**config.mk**
```make
export PLATFORM = sky130hd
export DESIGN_NAME = instr_fetch_unit
export DESIGN_NICKNAME = d
export VERILOG_FILES = /design/src/rtl/instr_fetch_unit.sv
export SDC_FILE = /design/constraint.sdc
export NUM_CORES = 1
export LEC_CHECK = 0
export BUFFER_PORTS_ARGS = -buffer_cell sky130_fd_sc_hd__buf_2
export CORE_ASPECT_RATIO = 1.1
export CORE_MARGIN = 3
export CORE_UTILIZATION = 45
export CTS_BUF_LIST = sky130_fd_sc_hd__clkbuf_8 sky130_fd_sc_hd__clkbuf_16
export DETAILED_ROUTE_END_ITERATION = 12
export PLACE_DENSITY = 0.83
export SLEW_MARGIN = 20
export SYNTH_ARGS = -nofsm -noshare
export SYNTH_HDL_FRONTEND = slang
export SYNTH_SLANG_ARGS = --single-unit
export TNS_END_PERCENT = 100
```
**constraint.sdc**
```tcl
create_clock -name clk -period 2.47 [get_ports clk]
set_input_delay 0.3705 -clock clk [delete_from_list [all_inputs] [get_ports clk]]
set_output_delay 0.3705 -clock clk [all_outputs]
set_load 0.03 [all_outputs]
```
**src/rtl/instr_fetch_unit.sv**
```systemverilog
// instr_fetch_unit: holds the PC, fetches 32-bit instruction words over a
// req/ack handshake, and latches them into the IR. It also translates the
// MIPS opcode/funct fields into the 6-bit segment index that the microcode
// sequencer dispatches on.
//
// Ports:
//   clk, rst_n          clock, synchronous active-low reset
//   fetch_req           end-of-segment strobe from the sequencer; starts a fetch
//   pc_load, pc_target  PC redirect (branch/jump taken)
//   mem_req, mem_addr   instruction memory request and address (= pc)
//   mem_ack, mem_rdata  one-cycle response pulse and its instruction word
//   instr, seg_idx      instruction register and its decoded segment index
//   pc                  address of the next fetch
//   stall               fetch outstanding; the sequencer must hold
//   halted              sticky illegal-instruction halt
module instr_fetch_unit #(
  parameter int                ADDR_W   = 32,
  parameter logic [ADDR_W-1:0] RESET_PC = '0
) (
  input  logic              clk,
  input  logic              rst_n,
  input  logic              fetch_req,
  input  logic              pc_load,
  input  logic [ADDR_W-1:0] pc_target,
  output logic              mem_req,
  output logic [ADDR_W-1:0] mem_addr,
  input  logic              mem_ack,
  input  logic [31:0]       mem_rdata,
  output logic [31:0]       instr,
  output logic [5:0]        seg_idx,
  output logic [ADDR_W-1:0] pc,
  output logic              stall,
  output logic              halted
);

  typedef enum logic [1:0] {IDLE, REQ, HALT} state_t;

  localparam logic [ADDR_W-1:0] PC_INC  = ADDR_W'(4);
  localparam logic [5:0]        SEG_ILL = 6'h3F;

  state_t              state_q, state_d;
  logic                boot_q;
  logic [ADDR_W-1:0]   pc_q, pc_d;
  logic [31:0]         instr_q, instr_d;
  logic [5:0]          seg_q, seg_d;
  logic                halted_q, halted_d;
  logic                pend_vld_q, pend_vld_d;
  logic [ADDR_W-1:0]   pend_tgt_q, pend_tgt_d;
  logic                redir;
  logic [ADDR_W-1:0]   redir_tgt;
  logic [5:0]          dec;

  function automatic logic [5:0] decode(input logic [31:0] w);
    logic [5:0] r;
    r = SEG_ILL;
    case (w[31:26])
      6'h23: r = 6'd0;
      6'h2B: r = 6'd1;
      6'h04: r = 6'd7;
      6'h02: r = 6'd8;
      6'h00: begin
        case (w[5:0])
          6'h20:   r = 6'd2;
          6'h22:   r = 6'd3;
          6'h24:   r = 6'd4;
          6'h25:   r = 6'd5;
          6'h2A:   r = 6'd6;
          default: r = SEG_ILL;
        endcase
      end
      default: r = SEG_ILL;
    endcase
    return r;
  endfunction

  assign dec = decode(mem_rdata);

  always_comb begin
    state_d    = state_q;
    pc_d       = pc_q;
    instr_d    = instr_q;
    seg_d      = seg_q;
    halted_d   = halted_q;
    pend_vld_d = pend_vld_q;
    pend_tgt_d = pend_tgt_q;
    mem_req    = 1'b0;
    stall      = 1'b0;
    // A redirect arriving in the same cycle as the ack still wins over the
    // returned word; the newest target replaces any older pending one.
    redir      = pend_vld_q | pc_load;
    redir_tgt  = pc_load ? pc_target : pend_tgt_q;
    case (state_q)
      IDLE: begin
        // boot_q marks the first cycle out of reset: still stalled, and the
        // first fetch is launched without waiting for fetch_req.
        stall = boot_q;
        if (pc_load) pc_d = pc_target;
        if (fetch_req || boot_q) state_d = REQ;
      end
      REQ: begin
        mem_req = 1'b1;
        stall   = 1'b1;
        if (pc_load) begin
          pend_vld_d = 1'b1;
          pend_tgt_d = pc_target;
        end
        if (mem_ack) begin
          if (redir) begin
            // Word belongs to the abandoned path: drop it and refetch.
            pc_d       = redir_tgt;
            pend_vld_d = 1'b0;
          end else begin
            instr_d = mem_rdata;
            seg_d   = dec;
            pc_d    = pc_q + PC_INC;
            if (dec == SEG_ILL) begin
              halted_d = 1'b1;
              state_d  = HALT;
            end else begin
              state_d  = IDLE;
            end
          end
        end
      end
      HALT:    ;
      default: state_d = IDLE;
    endcase
  end

  always_ff @(posedge clk) begin
    if (!rst_n) begin
      state_q    <= IDLE;
      boot_q     <= 1'b1;
      pc_q       <= RESET_PC;
      instr_q    <= '0;
      seg_q      <= '0;
      halted_q   <= 1'b0;
      pend_vld_q <= 1'b0;
      pend_tgt_q <= '0;
    end else begin
      state_q    <= state_d;
      boot_q     <= 1'b0;
      pc_q       <= pc_d;
      instr_q    <= instr_d;
      seg_q      <= seg_d;
      halted_q   <= halted_d;
      pend_vld_q <= pend_vld_d;
      pend_tgt_q <= pend_tgt_d;
    end
  end

  assign mem_addr = pc_q;
  assign pc       = pc_q;
  assign instr    = instr_q;
  assign seg_idx  = seg_q;
  assign halted   = halted_q;

endmodule

```
== Yosys cells after proc, flatten, opt, wreduce, memory -nomap -nowiden ==
Index checks and enable logic that the tools add are counted.
Word-level totals
  flip-flop bits (word level): 107
  bits of input ports: 69
  output and inout bits: 105
Cells by class
  add/sub/neg operators: 1
  equal/unequal tests: 16
  multiplexer cells: 18
  bitwise operators: 3
  reductions and logical operators: 8
Operator list (count)
  $mux W32: 4
  $pmux W32 S2: 1
  $pmux W6 S5: 2
  $eq A6 B6 Y1 const B: 8
  $add A32 B3 Y32 const B: 1
  $mux W2: 4
  $ne A2 B2 Y1 const B: 4
  $reduce_and A4 Y1: 2
  $eq A6 B2 Y1 const B: 1
  $eq A6 B3 Y1 const B: 1
  $logic_not A6 Y1: 1
  $pmux W2 S3: 1
  $reduce_and A3 Y1: 2
  $mux W1: 5
  $eq A2 B1 Y1 const B: 1
  $eq A2 B2 Y1 const B: 1
  $logic_not A2 Y1: 1
  $not A1 Y1: 2
  $pmux W1 S2: 1
  $reduce_bool A2 Y1: 1
  $logic_or A1 B1 Y1: 1
  $or A1 B1 Y1: 1

== Longest topological paths before layout ==
Gate-level depths: netlist of run 1.
  depth in word-level cells: 8
  mapped depth: 9
  gate-level depth less buffers: 6

== Worst setup path before layout of run 1 ==
OpenSTA, ideal clock, no wires.
  path type: reg2reg
  start point: register pc_q[2], in the netlist mem_addr[2]
  end point: register pc_q[20], in the netlist mem_addr[20]
  library setup time: 142 ps
  data arrival time: 2346 ps
  required time: 2328 ps
  slack: -18 ps
  stages on the path, launching flop included: 8
  buffers on the path: 1
  period minus slack after synthesis: 2488 ps
  path through: dfxtp_1 -> ha_1 -> nand4_1 -> or4_1 -> buf_2 -> or4_4 -> nand4_1 -> o311ai_2
Between the ends
  longest elaborated chain between the ends: 4
RTL lines
  start: declaration: line 43  | logic [ADDR_W-1:0] pc_q, pc_d;
  start signal: assignment: line 143  | pc_q <= pc_d;
  $add A32 B3 Y32: line 115  | pc_d = pc_q + PC_INC;
  $mux W32: line 108  | if (redir) begin
  $mux W32: line 107  | if (mem_ack) begin
  $pmux W32 S2: line 92  | case (state_q)
Every way passes these cells. The select of a mux whose other input is x is not followed.
A chain may end at the register's enable or synchronous reset.

== Worst setup path in the final report of run 1 ==
  start point: register pc_q[2], in the netlist mem_addr[2]
  end point: register pc_q[22], in the netlist mem_addr[22]
Same word-level chain as after synthesis.

==> impl_results.md, run 1 <==
- Mapped Area: roughly 5300 µm²
- Routed Antenna Nets: 0
- Main synth FF type: dfxtp_1
- Max-cap viol count: 0
- Static leakage: around 0.0028 µW
- Detailed-route wire length per cell: 15.36 µm
- Yosys reg bits: 106
- Post-route design area: roughly 6400 µm²
- Hold Path Class: primary input to flop
- Syn_nets: approximately 770
- Post-synthesis async set-or-reset flop share: 0%
- Core area: 11210 µm²
- Hold path depth: 3
- Final worst-path cycle share: between 90% and 100%
- Outcome: complete, no violations
- Sink Count: 106
- NumNets Final: 899
- Placed wire-length estimate: 10850 µm
- Layout fillers: between 1000 and 1500
- Cts repair resizes: 0
- GRT Total Usage: a little under a quarter
- Layout Cells excl Fill: approximately 980
- Vias in the first global route: 5051
- Post-cts hold buffer count: 0
- EDFF count, synth: 0
- First-pass GRT wire length: between 20000 and 25000 µm
- Crit. End Element: flop
- DR vias/cell: 5.567
- Root Buffer: clkbuf_16
- Yosys warning total: 0
- Placed inst area: 6143 µm²
- Worst path required time: approximately 2700 ps
- Largest net degree at the start of global routing: between 80 and 90
- Antenna violations before repair: 2
- Global route overflow: 0
- Initial core utilization: 47.17%
- Antenna Cells: 0
- Chip height: ~120 µm
- Vias: roughly 5500
- CP Data Arrival Time: 2580 ps
- Layout cells sized above 1: 28.30%
- Measured slew at the worst slew-check pin: around 900 ps
- Commonest non-fill, non-tap cells in the layout: nand2_1 (185), buf_2 (173), dfxtp_1 (104), a21oi_1 (99), nand3_1 (26)
- Row cnt: 40
- DR pass1 iterations: 5
- Port bufs: 173
- Final-report hold violation count: 0
- FF-to-FF path depth: 7
- Placed Cells: approximately 970
- Clock Tree Buf Depth: 2
- Post-synthesis sequential area ratio: 40.13%
- Final worst path period need: roughly 2300 ps
- Clk slew on worst S/H paths: ~70 ps
- Pwr dens: ~650 nW/µm²
- Post-synth cell types: 57
- Gate count after technology mapping: around 700
- Commonest non-fill, non-tap cell in the layout: nand2_1
- CTS tree: built
- Synth area leaders: dfxtp_1 (40%), nand2_1 (13%), a21oi_1 (9.4%), buf_4 (4.7%), clkbuf_1 (3.1%)
- Startpoint types: flop
- Setup TNS: 0 ps
- DRC violation count after routing: 0
- Routed WL: roughly 15000 µm
- Max-slew violation count: 0
- CTS Buf Count: 9
- Worst VDD drop: between 0.0002 and 0.0003 V
- F_max: ~430 MHz
- Max FO, Critical Path: 8
- GP Congestion: ~0.9
- DR iter-0 viols: between 400 and 500
- Final setup viols: 0
- Skew-Pair Late Insertion Delay: around 340 ps
- H-tree levels: 3
- P&R area growth vs syn: 21.65%
- Die width: approximately 110 µm
- # IOs: 174
- Synth top area share: about two fifths
- Post-synth top area cell: dfxtp_1
- Avg Cell Area, Syn: about 7.5 µm²
- RSZ-0062 raised after global routing: false
- Die area: 13090 µm²
- Skew final: 6.837 ps
- Worst slew margin: 40.80%
- Setup Fix Bufs, Post-CTS: 0
- Critical path class: flop to flop
==> logic make-up (layout without fill, tap and decap cells) <==
| kind of cell | after synthesis | after routing | share of synthesized area (%) |
|---|---|---|---|
| AND/OR/NAND/NOR | 314 | 314 | 27.90 |
| adder cells (fa/ha/maj) | 1 | 1 | 0.2366 |
| flip-flops | 106 | 106 | 40.13 |
| buffers and inverters | 92 | 222 | 8.968 |
| multiplexers | 8 | 8 | 1.609 |
| AO/OA/AOI/OAI | 183 | 183 | 21.16 |
==> cell usage after synthesis, types with 2 or more instances <==
cell type / count
nor3_1: 10
and3_1: 14
nand2b_1: 2
dfxtp_1: 106
o21ai_0: 21
nand4b_1: 2
o31a_1: 2
nor4_4: 2
clkbuf_1: 44
nand4_1: 12
inv_1: 7
or4_1: 6
o311a_1: 2
or4b_1: 2
nor2b_1: 3
buf_2: 4
a311oi_1: 3
o22ai_1: 6
or3_1: 4
buf_1: 3
and2_1: 6
nor3b_1: 5
a211oi_1: 6
nand2_1: 185
o211a_1: 4
nand3_1: 26
mux2i_1: 4
mux2_2: 4
o2111ai_1: 2
buf_4: 33
o211ai_1: 10
a21o_1: 4
a21oi_1: 99
a31oi_1: 8
nor4_1: 4
nand3b_1: 2
o221a_2: 3
nor2_1: 25
==> stage by stage <==
stage / setup slack, ps / utilization (%) / total power (µW) / hold slack, ps
2_1_floorplan: 144.0 / - / 2566 / 431.7
3_3_place_gp: 206.5 / 54.80 / 2819 / 436.9
3_5_place_dp: 117.5 / 54.80 / 2834 / 442.6
4_1_cts: 101.1 / 57.32 / 4190 / 248.9
5_1_grt: 21.49 / 57.38 / 4338 / 263.6
6_report: 156.6 / 57.38 / 4160 / 265.0
==> per-layer routing <==
layer  track usage, %  vias up  part of all wire [%]
li1                 -     2687                     -
met1            31.34     2477                    43
met2            35.34      251                    45
met3            5.003       42                   9.3
met4            10.29        4                   2.9
met5                0        -                  0.19
==> where the power goes <==
part           internal [µW]  switching [µW]
Clock                    734             623
Sequential              1810            97.6
Combinational            290             607
==> area by class of cell <==
class,instances,area (µm²),share of cell area (%)
multi-input combinational,506,2708,42.09
clock buffer,11,252.7,3.929
tap,147,183.9,2.859
sequential,106,2125,33.03
clock inverter,5,30.03,0.4668
inverter,8,30.03,0.4668
timing repair buffer,198,1104,17.16
==> worst paths after layout <==
check                       to  slack [ps]          start
setup / recovery  mem_addr[22]         160    mem_addr[2]
hold / removal       instr[21]         270  mem_rdata[21]
setup reg to reg  mem_addr[22]         160    mem_addr[2]
hold reg to reg       instr[7]         450       instr[7]
==> sequential cells by signal, indices dropped and copies added, names as in the netlist <==
name	flops
instr	32
mem_addr	32
pend_tgt_q	32
seg_idx	5
state_q	2
boot_q	1
halted	1
pend_vld_q	1
==> critical path, cell delays in order, from the launching register on <==
cell     delay (ps)
dfxtp_2         410
ha_2            240
nand4_1         150
or4_4           580
buf_4           170
nor3b_1         200
mux2_2          360
o22ai_1         140
Power figures use the tool's default switching activity.
==> run 2: changes to the inputs <==
BUFFER_PORTS_ARGS = -buffer_cell sky130_fd_sc_hd__buf_4   (was -buffer_cell sky130_fd_sc_hd__buf_2)
==> impl_results.md, run 2 (synthesis gave the netlist of run 1 again) <==
- P&R area growth vs syn: 29.70%
- Crit. End Element: flop
- # IOs: approximately 170
- Antenna violations before repair: 0
- Pre-CTS setup slack: approximately 230 ps
- Sequential Area: 2125 µm²
- Worst r2r src: mem_addr[2]
- Final setup viols: 0
- Final worst path period need: roughly 2300 ps
- First-pass GRT wire length: about 25000 µm
- NumNets Final: ~900
- Routed WL: approximately 15000 µm
- CTS tree: built
- Worst slew margin: 55.87%
- Placed Cells: between 900 and 1000
- Placed wire-length estimate: 10800 µm
- Placed inst area: around 6600 µm²
- Most used cell, CP: nand4_1
- Layout fillers: around 1000
- Post-route design area: 6858 µm²
- Area occupied by multi-input gates: ~2700 µm²
- Setup ws final: roughly 180 ps
- Layout Cells excl Fill: 980
- CTS Buf Count: 9
- Skew-Pair Late Insertion Delay: 340 ps
- H-tree levels: 3
- DR vias/cell: about 5.7
- Post-cts hold buffer count: 0
- Layout cells sized above 1: around 28%
- Global route overflow: 0
- Startpoint types: flop
- Cts repair resizes: 0
- DRC violation count after routing: 0
- Critical Path Slowest Stage Cell: or4_1
- Clock Tree Buf Depth: 2
- Critical path class: flop to flop
- Max-cap viol count: 0
- Hold_ws: roughly 270 ps
- Chip height: 119.7 µm
- Hold wc startpoint: mem_rdata[24]
- Max FO, Critical Path: 6
- Setup TNS: 0 ps
- Clk slew on worst S/H paths: 70 ps
- Hold Path Class: primary input to flop
- Vias in the first global route: between 5000 and 6000
- Skew final: 6.966 ps
- F_max: approximately 440 MHz
- Pwr dens: ~630 nW/µm²
- GP Congestion: roughly 0.89
- DR pass1 iterations: 5
- Critical Path Start: mem_addr[2]
- Max-slew violation count: 0
- Initial core utilization: between 40% and 50%
- Die area: about 13000 µm²
- Core area: approximately 11000 µm²
- RSZ-0062 raised after global routing: false
- Sink Count: between 100 and 150
- Row cnt: 40
- Die width: 109.4 µm
- GRT Total Usage: between 20% and 30%
- Routed Antenna Nets: 0
- Measured slew at the worst slew-check pin: ~660 ps
- Commonest non-fill, non-tap cell in the layout: buf_4
- Final-report hold violation count: 0
- Setup Fix Bufs, Post-CTS: 0
- Worst VDD drop: around 0.00031 V
- Worst path required time: 2690 ps
- Worst-path cell chain: ha_1 > nand4_1 > or4_1 > or4_4 > nand4_1 > o311ai_2
- Outcome: complete, no violations
- CP Data Arrival Time: about 2500 ps
- Root Buffer: clkbuf_16
- Detailed-route wire length per cell: approximately 16 µm
- Final worst-path cycle share: ~90%
- Vias: between 5000 and 6000
- Antenna Cells: 0
- DR iter-0 viols: 484
- Worst path max stage delay: 640 ps
- Commonest non-fill, non-tap cells in the layout: buf_4 (194), nand2_1 (185), dfxtp_1 (104), a21oi_1 (99), nand3_1 (26)
- Port bufs: roughly 170
- Static leakage: approximately 0.0028 µW
- Largest net degree at the start of global routing: between 80 and 90
[run 2: cell types whose count changed in the layout (fill, tap and decap cells not counted), sizes merged]
cell      before  now
clkinv         3    2
bufinv         0    1
inv            9   10
clkinvlp       1    2
clkbuf        11    9
buf          198  197
[run 2: area by class of cell]
cell class              instances  share of cell area (%)
flip-flops and latches        106                   30.98
multi-input cells             506                   39.39
repair buffers                197                   22.11
well taps                     147                   2.682
clock buffers                   9                   3.284
inverters                       8                  0.4379
clock inverters                 7                   1.113
[run 2: metal layers]
layer | up-vias | share of wire, % | routed length (µm) | track usage, %
li1 | 2694 | - | - | -
met3 | 23 | 11 | 1673 | 5.756
met5 | - | 0 | 0 | 0
met1 | 2536 | 41 | 6358 | 31.09
met4 | 0 | 1.8 | 280 | 8.807
met2 | 291 | 46 | 7104 | 36.30
[run 2: path summary, 6_finish.rpt]
path                    end  slack [ps]  depth (start not counted)
max            mem_addr[20]         180                          6
min               instr[24]         270                          3
max reg2reg    mem_addr[20]         180                          6
min reg2reg  pend_tgt_q[11]         450                          2
[run 2: stage by stage]
step	total power, µW	util [%]
finish	4350	61.17
global route	4526	61.17
CTS	4373	61.17
detailed placement	2927	58.48
global placement	2914	58.48
floorplan	2566	-
[run 2: worst max-delay path, delay by kind of cell (launching register included)]
family          cells  cell delay (ps)
fa+ha+maj           1              230
flops               1              330
simple gates        4             1490
compound gates      1              110
[run 2: power breakdown]
part / leakage, µW / internal (µW) / switching (µW)
sequential: 0.000866 / 1810 / 99.0
clock: 0.000142 / 794 / 661
combinational: 0.00184 / 376 / 613
==> run 3: changes to the inputs <==
CORE_MARGIN = not set   (was 3)
==> impl_results.md, run 3 (synthesis gave the netlist of run 1 again) <==
- Outcome: complete, no violations
- Most used cell, CP: nand4_1
- Worst path required time: roughly 2700 ps
- P_int: just over 3000 µW
- CTS tree: built
- Cts repair resizes: 0
- Pwr dens: about 630 nW/µm²
- F_max: 427.6 MHz
- Sequential Area: roughly 2100 µm²
- Final worst-path cycle share: 94.69%
- Placed wire-length estimate: between 10000 and 15000 µm
- Sink Count: between 100 and 150
- Reg power frac: around 44%
- Worst-path cell chain: ha_1 > nand4_1 > or4_1 > or4_4 > nand4_1 > o311ai_2
- Commonest non-fill, non-tap cell in the layout: buf_4
- Vias: 5414
- Reg2reg setup slack: 130 ps
- Part of the power in combinational logic: ~23%
- Clock Tree Buf Depth: 2
- DR iter-0 viols: roughly 420
- Root Buffer: clkbuf_16
- Row cnt: 41
- Clk slew on worst S/H paths: 70 ps
- Routed Antenna Nets: 0
- Detailed-route wire length per cell: 15.28 µm
- Cell class contributing the biggest share of worst-path delay: simple AND/OR/NAND/NOR gates
- Worst slew margin: 60.30%
- Max-slew violation count: 0
- Largest net degree at the start of global routing: 83
- Routed WL: around 15000 µm
- Final setup viols: 0
- Crit. End Element: flop
- GP Congestion: 0.9041
- Post-cts hold buffer count: 0
- Antenna Cells: 0
- Utilization after layout: between 60% and 70%
- Skew-Pair Late Insertion Delay: between 300 and 400 ps
- DR vias/cell: about 5.5
- H-tree levels: 3
- Critical path class: flop to flop
- DRC violation count after routing: 0
- Vias in the first global route: a little over 5000
- Commonest non-fill, non-tap cells in the layout: buf_4 (189), nand2_1 (185), dfxtp_1 (104), a21oi_1 (99), nand3_1 (26)
- Skew final: roughly 4.6 ps
- DR pass1 iterations: 5
- Max-cap viol count: 0
- Critical Path Slowest Stage Cell: or4_1
- GRT Total Usage: approximately a quarter
- CTS Buf Count: 9
- Port bufs: 173
- RSZ-0062 raised after global routing: false
- # IOs: approximately 170
- First-pass GRT wire length: 24230 µm
- Max FO, Critical Path: 8
- Clock power frac: between 30% and 40%
- Antenna violations before repair: 0
- Measured slew at the worst slew-check pin: 590.1 ps
- Global route overflow: 0
- Die width: approximately 110 µm
- Setup Fix Bufs, Post-CTS: 0
- Setup TNS: 0 ps
- Layout fillers: between 1000 and 1500
- CP Data Arrival Time: roughly 2600 ps
- Die area: approximately 12000 µm²
- Final-report hold violation count: 0
- Hold Path Class: primary input to flop
- Worst VDD drop: 0.0003790 V
- Sw power: between 1000 and 1500 µW
- Static leakage: about 0.0028 µW
- Chip height: between 100 and 150 µm
- Initial core utilization: a little under half
- Startpoint types: flop
- Worst path bufs/invs: 0
- Final worst path period need: roughly 2300 ps
- Worst path max stage delay: 610 ps
- Area occupied by multi-input gates: between 2000 and 3000 µm²
- P&R area growth vs syn: 29.89%
- Switch share: 30.55%
- Layout cells sized above 1: between 20% and 30%
- Core area: between 10000 and 15000 µm²
- NumNets Final: between 800 and 900
run 3: cell count changes in the layout (fill, tap and decap cells not counted), sizes merged:
cell | previous run | this run
buf | 197 | 194
clkinvlp | 2 | 1
inv | 10 | 8
clkbuf | 9 | 11
clkinv | 2 | 3
run 3: area by class of cell:
cell class                 count  share of cell area, %
sequential                   106                  30.93
multi-input combinational    506                  39.33
timing repair buffer         194                  22.12
clock inverter                 5                 0.7652
inverter                       8                 0.4372
tap                          150                  2.733
clock buffer                  11                  3.680
run 3: layer usage:
metal	vias up	track usage, %	wire length, µm
met3	22	6.918	1506
met2	254	40.83	6994
li1	2674	-	-
met1	2464	30.79	6176
met5	-	0	0
met4	0	9.390	298
run 3: power groups by stage:
stage / clock (µW) / combinational, µW / sequential (µW)
2_1_floorplan: 0 / 504 / 2060
5_1_grt: 1560 / 1050 / 1930
3_5_place_dp: 0 / 973 / 1950
4_1_cts: 1490 / 976 / 1910
6_report: 1460 / 978 / 1910
3_3_place_gp: 0 / 966 / 1950
run 3: path summary, 6_finish.rpt:
| kind | startpoint | endpoint | depth (start not counted) |
|---|---|---|---|
| setup / recovery | mem_addr[2] | mem_addr[20] | 6 |
| hold / removal | mem_rdata[15] | instr[15] | 3 |
| setup reg to reg | mem_addr[2] | mem_addr[20] | 6 |
| hold reg to reg | pend_tgt_q[30] | pend_tgt_q[30] | 2 |
run 3: through the flow:
stage	power (µW)	hold WS, ps	area (µm²)	setup slack, ps	std cells
floorplan	2566	431.7	5290	144.0	704
global placement	2911	437.0	6563	240.9	964
CTS	4381	261.9	6868	153.7	980
finish	4351	274.5	6868	131.3	980
global route	4542	264.4	6868	86.61	980
detailed placement	2924	442.4	6563	170.4	964
run 3: worst register-to-register path: cells and delay by family, from the launching register on:
kind            cells  cell delay [ps]
fa+ha+maj           1              240
compound gates      1              110
simple gates        4             1460
flops               1              410
